===== src/rtl/onehot_pkg.sv =====
// Shared definitions for select-vector checkers: class encodings and a
// constant-time ceil(log2) helper for sizing index fields.
package onehot_pkg;

  typedef logic [1:0] cls_t;

  localparam cls_t CLS_ZERO  = 2'd0;
  localparam cls_t CLS_ONE   = 2'd1;
  localparam cls_t CLS_MULTI = 2'd2;

  // Returns ceil(log2(v)), with a minimum of 1 so a 2-line select still gets a real index bit.
  function automatic int clog2(input int v);
    int r;
    r = 1;
    for (int k = 1; k < 31; k++) begin
      if ((1 << r) < v) r = k + 1;
    end
    return r;
  endfunction

endpackage


===== src/rtl/onehot_classify.sv =====
// Combinational zero / one-hot / multi-hot classifier for an N-bit select,
// built as a ripple seen-one / seen-two chain from LSB to MSB.
module onehot_classify
  import onehot_pkg::*;
#(
  parameter  int N     = 4,
  localparam int IDX_W = clog2(N)
) (
  input  logic [N-1:0]     sel_i,
  output cls_t             cls_o,
  output logic [IDX_W-1:0] idx_o
);

  logic             seen_one;
  logic             seen_two;
  logic [IDX_W-1:0] first_idx;

  always_comb begin
    seen_one  = 1'b0;
    seen_two  = 1'b0;
    first_idx = '0;
    for (int i = 0; i < N; i++) begin
      // A set bit arriving after another set bit promotes the chain to "seen two".
      seen_two  = seen_two | (seen_one & sel_i[i]);
      first_idx = first_idx | ({IDX_W{sel_i[i] & ~seen_one}} & IDX_W'(i));
      seen_one  = seen_one | sel_i[i];
    end
  end

  always_comb begin
    cls_o = CLS_ONE;
    idx_o = '0;
    if (!seen_one) begin
      cls_o = CLS_ZERO;
    end else if (seen_two) begin
      cls_o = CLS_MULTI;
    end else begin
      idx_o = first_idx;
    end
  end

endmodule


===== src/rtl/onehot_sel_monitor.sv =====
// Two-stage select-pattern monitor: registers the select, classifies it and
// tracks illegal (zero / multi-hot) patterns with a sticky flag and saturating count.
module onehot_sel_monitor
  import onehot_pkg::*;
#(
  parameter  int N     = 4,
  parameter  int CNT_W = 8,
  localparam int IDX_W = clog2(N)
) (
  input  logic             clk,
  input  logic             rst,
  input  logic             in_valid,
  input  logic [N-1:0]     sel,
  input  logic             clr_err,
  output logic             out_valid,
  output logic             onehot,
  output logic             zero,
  output logic             multi,
  output logic [IDX_W-1:0] idx,
  output logic             err_sticky,
  output logic [CNT_W-1:0] err_cnt
);

  logic             s1_v_q;
  logic [N-1:0]     s1_sel_q;
  logic             out_valid_q;
  logic             onehot_q;
  logic             zero_q;
  logic             multi_q;
  logic [IDX_W-1:0] idx_q;
  logic             err_sticky_q;
  logic             err_sticky_d;
  logic [CNT_W-1:0] err_cnt_q;
  logic [CNT_W-1:0] err_cnt_d;
  logic [CNT_W-1:0] cnt_base;

  cls_t             cls;
  logic [IDX_W-1:0] cls_idx;
  logic             err_event;

  onehot_classify #(.N(N)) u_classify (
    .sel_i (s1_sel_q),
    .cls_o (cls),
    .idx_o (cls_idx)
  );

  // Clear acts first so a same-cycle error still leaves a count of one.
  always_comb begin
    err_event    = s1_v_q & (cls != CLS_ONE);
    cnt_base     = clr_err ? '0 : err_cnt_q;
    err_cnt_d    = cnt_base;
    if (err_event && (cnt_base != {CNT_W{1'b1}})) begin
      err_cnt_d = cnt_base + CNT_W'(1);
    end
    err_sticky_d = (err_sticky_q & ~clr_err) | err_event;
  end

  always_ff @(posedge clk) begin
    if (rst) begin
      s1_v_q       <= 1'b0;
      s1_sel_q     <= '0;
      out_valid_q  <= 1'b0;
      onehot_q     <= 1'b0;
      zero_q       <= 1'b0;
      multi_q      <= 1'b0;
      idx_q        <= '0;
      err_sticky_q <= 1'b0;
      err_cnt_q    <= '0;
    end else begin
      s1_v_q      <= in_valid;
      if (in_valid) begin
        s1_sel_q <= sel;
      end
      out_valid_q <= s1_v_q;
      if (s1_v_q) begin
        onehot_q <= (cls == CLS_ONE);
        zero_q   <= (cls == CLS_ZERO);
        multi_q  <= (cls == CLS_MULTI);
        idx_q    <= cls_idx;
      end
      err_sticky_q <= err_sticky_d;
      err_cnt_q    <= err_cnt_d;
    end
  end

  assign out_valid  = out_valid_q;
  assign onehot     = onehot_q;
  assign zero       = zero_q;
  assign multi      = multi_q;
  assign idx        = idx_q;
  assign err_sticky = err_sticky_q;
  assign err_cnt    = err_cnt_q;

endmodule


===== config.mk =====
export PLATFORM = sky130hd
export DESIGN_NAME = onehot_sel_monitor
export DESIGN_NICKNAME = d
export VERILOG_FILES = /design/src/rtl/onehot_pkg.sv /design/src/rtl/onehot_classify.sv /design/src/rtl/onehot_sel_monitor.sv
export SDC_FILE = /design/constraint.sdc
export NUM_CORES = 1
export LEC_CHECK = 0
export ABC_AREA = 1
export BUFFER_PORTS_ARGS = -buffer_cell sky130_fd_sc_hd__buf_4
export CAP_MARGIN = 0
export CELL_PAD_IN_SITES_DETAIL_PLACEMENT = 1
export CELL_PAD_IN_SITES_GLOBAL_PLACEMENT = 1
export CORE_MARGIN = 5
export CORE_UTILIZATION = 38
export DETAILED_ROUTE_END_ITERATION = 10
export PLACE_DENSITY = 0.77
export SLEW_MARGIN = 25
export SYNTH_ARGS = -nofsm -noshare
export SYNTH_HDL_FRONTEND = slang
export SYNTH_SLANG_ARGS = --single-unit

===== constraint.sdc =====
create_clock -name clk -period 1.6 [get_ports clk]
set_input_delay 0.32 -clock clk [delete_from_list [all_inputs] [get_ports clk]]
set_output_delay 0.32 -clock clk [all_outputs]
set_load 0.02 [all_outputs]

==> results.ini, run 1 <==
[status]
status = complete, no violations

[die]
chipWidth_um = 63.5
start_util_pct = 39.4
die_y_um = 63.5
pin_count = 23
core-area_mm2 = 0.00276
num_rows = 19
die_area_mm2 = 0.00403

[sta]
hold_viol = 0
slew_headroom_pct = 72.8
maxSlewViolCount = 0
period_minus_slack_ns = 1.45
setup_violations = 0
finalCritPeriodShare_pct = 90.7
fin_ws_ns = 0.148
clock_skew_ns = 0.00504
tightest_slew_ns = 0.407
rsz0062_at_grt = no
max_freq_mhz = 689
holdWs_ns = 0.292

[placed_design]
gp_congestion = 0.774
dpl_cell_area_mm2 = 0.00129
dp.cells = 194
post-place-ws_ns = -0.00946
port_buffers = 22
hpwl_mm = 2.01

[logic_synthesis]
synth_top_cell_area_share_pct = 36.8
synthCells = 141
ys.flop_type = dfxtp_1
synth_nets = 150
ys_seq_area_share_pct = 36.8
synth_edf_count = 0
synth-seq-cells = 20
yosys.area.top_type = dfxtp_1
synth_area_leaders = dfxtp_1, nand2_1, a21oi_2, inv_1, a21oi_1
synthArstFlopShare_pct = 0
syn_area_mm2 = 0.00109
synth_area_per_cell_um2 = 7.71
synthDistinctLibCells = 24
synth_common_cells = nand2_1, dfxtp_1, inv_1
synth_warnings = 0
yosysMostFrequentCell = nand2_1

[drt]
top_layer = met4
vias_per_cell = 4.87
ant_nets = 0
dr_total_vias = 964
met1_length_mm = 1.23
dr_wl_met2_mm = 1.21
remaining_drc_errors = 0
drt_iter0_markers = 33
dr.pass1.iters = 3
postRouteWirelength_mm = 2.55
wl_met3_um = 96
drt-wirelength-per-cell_um = 12.9

[global_routing]
grt_max_degree = 15
grt_pass1_vias = 1020
track_usage_pct = 13.3
overflow = 0
grt_pass1_wl_mm = 4.51
antenna_found_initial = 0

[layout]
stdcell_count = 198
nNetsFinal = 177
drive_gt1_share_pct = 37.7
antennaDiodeCount = 0
area_growth_pct = 23.7
register_area_um2 = 402
final_util_pct = 48.8
fin_area_mm2 = 0.00135
nFillCells = 362
multiInputGateArea_um2 = 587

[worst_setup_path]
max_stage_delay_ns = 0.36
crit_required_ns = 1.84
worstPathArrival_ns = 1.69
critical_path_class = register to register
cp_top_family = simple AND/OR/NAND/NOR gates
cp_cell_sequence = inv_1 -> nor2_2 -> ha_2 -> nand2_1 -> nor2_4 -> nand2_4 -> nand3_4 -> nand2_1 -> a21oi_2
path_common_cell = nand2_1
endpoint_kind = register
crit_buf_inv = 1
r2r_slack_ns = 0.15
cp_max_fo = 9
cp-start-kind = register
slowest_stage = dfxtp_1

[cts]
cts_hold_buf = 0
cts_sinks = 20
cts_tree = built
root_buffer = clkbuf_4
h-tree-depth = 1
ctsLongestPathBuffers = 2
worstSkewPairLatency_ns = 0.30
cts_buffers = 3
path_clk_slew_ns = 0.12

[job]
drv_cap = 0

[power]
p_leak_uw = 0.000612
ir_worst_vdd_uv = 526
p_per_area_mw_per_mm2 = 825

[hold_path]
worstHoldPathType = primary input to register

-- registers in the layout, summed over array words and instances (netlist names) --
name / count
zero: 1
s1_v_q: 1
s1_sel_q: 4
err_sticky: 1
out_valid: 1
idx: 2
onehot: 1
err_cnt: 8
multi: 1
-- power breakdown --
part           internal, µW  switching [µW]  total (µW)
clock network           253             161         414
logic                  59.8            98.6         158
registers               519            18.2         537
-- cell type report --
type	instances	area share, %
clock inverters	1	2.23
inverters	20	5.77
flip-flops and latches	20	29.9
multi-input cells	98	43.6
repair buffers	25	14.0
clock buffers	3	1.67
well taps	31	2.88
-- metal layers --
metal  vias up  track usage (%)
met3         2             2.49
met4         0             4.42
met2        14             22.5
met5         -                0
met1       450             16.9
li1        498                -
-- final timing paths --
check,depth (start not counted),end,from
worst max-delay path,9,err_cnt[5],err_cnt[1]
worst max register to register,9,err_cnt[5],err_cnt[1]
worst min register to register,2,err_sticky,err_sticky
worst min-delay path,3,s1_sel_q[2],sel[2]
-- repair_timing --
item	CTS	global route
gates resized for setup	0	3
setup endpoints to repair	0	8
buffers inserted	0	0
-- cell families after synthesis --
kind of cell	count (synthesis)	share of synthesized area, %
adder cells (fa/ha/maj)	1	1.15
AO/OA/AOI/OAI	25	14.2
AND/OR/NAND/NOR	68	34.8
buffers and inverters	23	9.90
XOR/XNOR	4	3.22
flip-flops	20	36.8
-- per-stage QoR --
step,power [µW],TNS (ns)
after floorplan,652,0
after global placement,701,0
after detailed placement,708,-0.00946
after CTS,1130,0
after global routing,1160,0
final,1110,0
-- tightest hold or removal path: cells and delay by family --
family / cells / cell delay (ns)
buf+inv: 1 / 0.07
compound gates: 2 / 0.17
-- cell usage in the layout (no fill, tap or decap), types with 4 or more instances in the layout --
| cell type | n |
|---|---|
| inv_2 | 4 |
| inv_1 | 15 |
| a21oi_1 | 10 |
| dfxtp_1 | 19 |
| nand2_2 | 8 |
| a21oi_2 | 7 |
| nand2_1 | 31 |
| o21ai_0 | 7 |
| nand3_1 | 5 |
| buf_4 | 25 |
| nor2_1 | 9 |
(Power assumes the default switching activity.)
==> run 2, diff against run 1 <==
--- a/config.mk
+++ b/config.mk
@@ -13,5 +13,5 @@
 export CORE_MARGIN = 5
-export CORE_UTILIZATION = 38
+export CORE_UTILIZATION = 40
 export DETAILED_ROUTE_END_ITERATION = 10
-export PLACE_DENSITY = 0.77
+export PLACE_DENSITY = 0.76
 export SLEW_MARGIN = 25
==> constraint.sdc (replaced) <==
create_clock -name clk -period 1.79 [get_ports clk]
set_input_delay 0.358 -clock clk [delete_from_list [all_inputs] [get_ports clk]]
set_output_delay 0.358 -clock clk [all_outputs]
set_load 0.005 [all_outputs]
==> results.ini, run 2 (synthesis results as in run 1) <==
[worst_setup_path]
worstPathArrival_ns = 1.86  ; +0.17 ns
endpoint_kind = register
path_common_cell = nand2_1
cp_top_family = simple AND/OR/NAND/NOR gates
reg2reg_depth = 9  ; unchanged
crit_required_ns = 2.05  ; +0.21 ns
cp_max_fo = 9  ; unchanged
cp.depth = 9  ; unchanged
critical_path_class = register to register
cp_cell_sequence = inv_1 -> nor2_1 -> ha_1 -> nand2_1 -> nor2_4 -> nand2_4 -> nand3_4 -> nand2_1 -> a21oi_2
max_stage_delay_ns = 0.41  ; +0.05 ns
slowest_stage = dfxtp_1
crit_buf_inv = 1  ; unchanged
cp-start-kind = register

[global_routing]
grt_pass1_wl_mm = 4.60  ; +2.2%
overflow = 0  ; unchanged
antenna_found_initial = 0  ; unchanged
track_usage_pct = 14.5  ; +1.1 points
grt_max_degree = 15  ; unchanged
grt_pass1_vias = 1049  ; +2.8%

[status]
status = complete, no violations

[drt]
vias_per_cell = 4.84  ; -0.53%
dr_total_vias = 954  ; -1.0%
postRouteWirelength_mm = 2.55  ; -0.24%
remaining_drc_errors = 0  ; unchanged
ant_nets = 0  ; unchanged
drt_iter0_markers = 26  ; -21%
dr.pass1.iters = 4  ; +1
drt-wirelength-per-cell_um = 12.9  ; +0.27%

[cts]
path_clk_slew_ns = 0.13  ; about the same
ctsLongestPathBuffers = 2  ; unchanged
cts_buffers = 3  ; unchanged
cts_hold_buf = 0  ; unchanged
post_cts_buffers = 0  ; unchanged
root_buffer = clkbuf_4
h-tree-depth = 1  ; unchanged
ctsResizeCount = 0  ; unchanged
cts_sinks = 20  ; unchanged
worstSkewPairLatency_ns = 0.31  ; about the same
cts_tree = built

[die]
start_util_pct = 40.5  ; +1.0 points
pin_count = 23  ; unchanged
core-area_mm2 = 0.00269  ; -2.6%
die_y_um = 62.1  ; -2.1%
die_area_mm2 = 0.00386  ; -4.2%
num_rows = 19  ; unchanged
chipWidth_um = 62.1  ; -2.1%

[sta]
hold_viol = 0  ; unchanged
fin_tns_setup_ns = 0  ; unchanged
maxSlewViolCount = 0  ; unchanged
setup_violations = 0  ; unchanged
max_freq_mhz = 622  ; -9.7%
tightest_slew_ns = 0.404  ; -0.00303 ns
period_minus_slack_ns = 1.61  ; +0.155 ns
rsz0062_at_grt = no
clock_skew_ns = 0.00540  ; +0.000364 ns
finalCritPeriodShare_pct = 89.8  ; -0.96 points
slew_headroom_pct = 73.0  ; +0.20 points
holdWs_ns = 0.319  ; +0.0270 ns

[placed_design]
hpwl_mm = 2.00  ; -0.38%
gp_congestion = 0.764  ; -1.4%
dpl_cell_area_mm2 = 0.00128  ; -0.78%
port_buffers = 22  ; unchanged

[layout]
nFillCells = 353  ; -2.5%
final_cell_mix = nand2_1, buf_4, dfxtp_1
largest_register_ffs = 8  ; unchanged
area_growth_pct = 22.2
antennaDiodeCount = 0  ; unchanged
fin_area_mm2 = 0.00133  ; -1.2%
drive_gt1_share_pct = 34.9  ; -2.8 points
layout_commonest_cell = nand2_1
nNetsFinal = 176  ; -0.56%

[power]
ir_worst_vdd_uv = 497  ; -5.6%
p_per_area_mw_per_mm2 = 746  ; -9.6%
power_uw = 991  ; -11%
p_leak_uw = 0.000610  ; -0.36%

[hold_path]
worstHoldPathType = primary input to register
hold-path-cell-count = 3  ; unchanged

[job]
drv_cap = 0  ; unchanged

-- run 2: cell type report --
type | count | area (µm²) | share of cell area, %
multi-input combinational | 98 | 579 | 43.6
clock inverter | 1 | 30.0 | 2.26
tap | 31 | 38.8 | 2.92
clock buffer | 3 | 22.5 | 1.69
inverter | 20 | 77.6 | 5.84
timing repair buffer | 24 | 180 | 13.6
sequential | 20 | 400 | 30.1
-- run 2: worst register-to-register path, stage by stage (launching register included) --
cell     delay [ns]
dfxtp_1        0.41
inv_1          0.06
nor2_1         0.15
ha_1           0.21
nand2_1        0.10
nor2_4         0.18
nand2_4        0.09
nand3_4        0.13
nand2_1        0.09
a21oi_2        0.14
-- run 2: final timing paths --
path	from	to	slack, ns
min	sel[3]	s1_sel_q[3]	0.32
min reg2reg	err_sticky	err_sticky	0.48
max	err_cnt[1]	err_cnt[0]	0.18
max reg2reg	err_cnt[1]	err_cnt[0]	0.18
-- run 2: per-layer routing --
layer	global-route usage, %	vias up	part of all wire [%]	routed length, µm
li1	-	493	-	-
met1	18.3	439	48	1220
met2	23.1	17	46	1180
met3	2.34	5	3.1	79
met4	8.13	0	2.5	63
met5	0	-	0	0
-- run 2: power by group --
group          switching (µW)  total, µW  leakage, µW  internal (µW)
combinational            74.4        127     0.000418           52.2
clock                     158        385    0.0000279            227
sequential               16.2        480     0.000163            464
total                     249        991     0.000610            742
-- run 2: per-stage QoR --
| step | utilization, % | setup WS, ns | cells |
|---|---|---|---|
| after floorplan | - | 0.291 | 141 |
| after detailed placement | 47.5 | 0.143 | 193 |
| after global placement | 47.5 | 0.197 | 193 |
| final | 49.5 | 0.183 | 197 |
| after global routing | 49.5 | 0.0380 | 197 |
| after CTS | 49.5 | 0.166 | 197 |
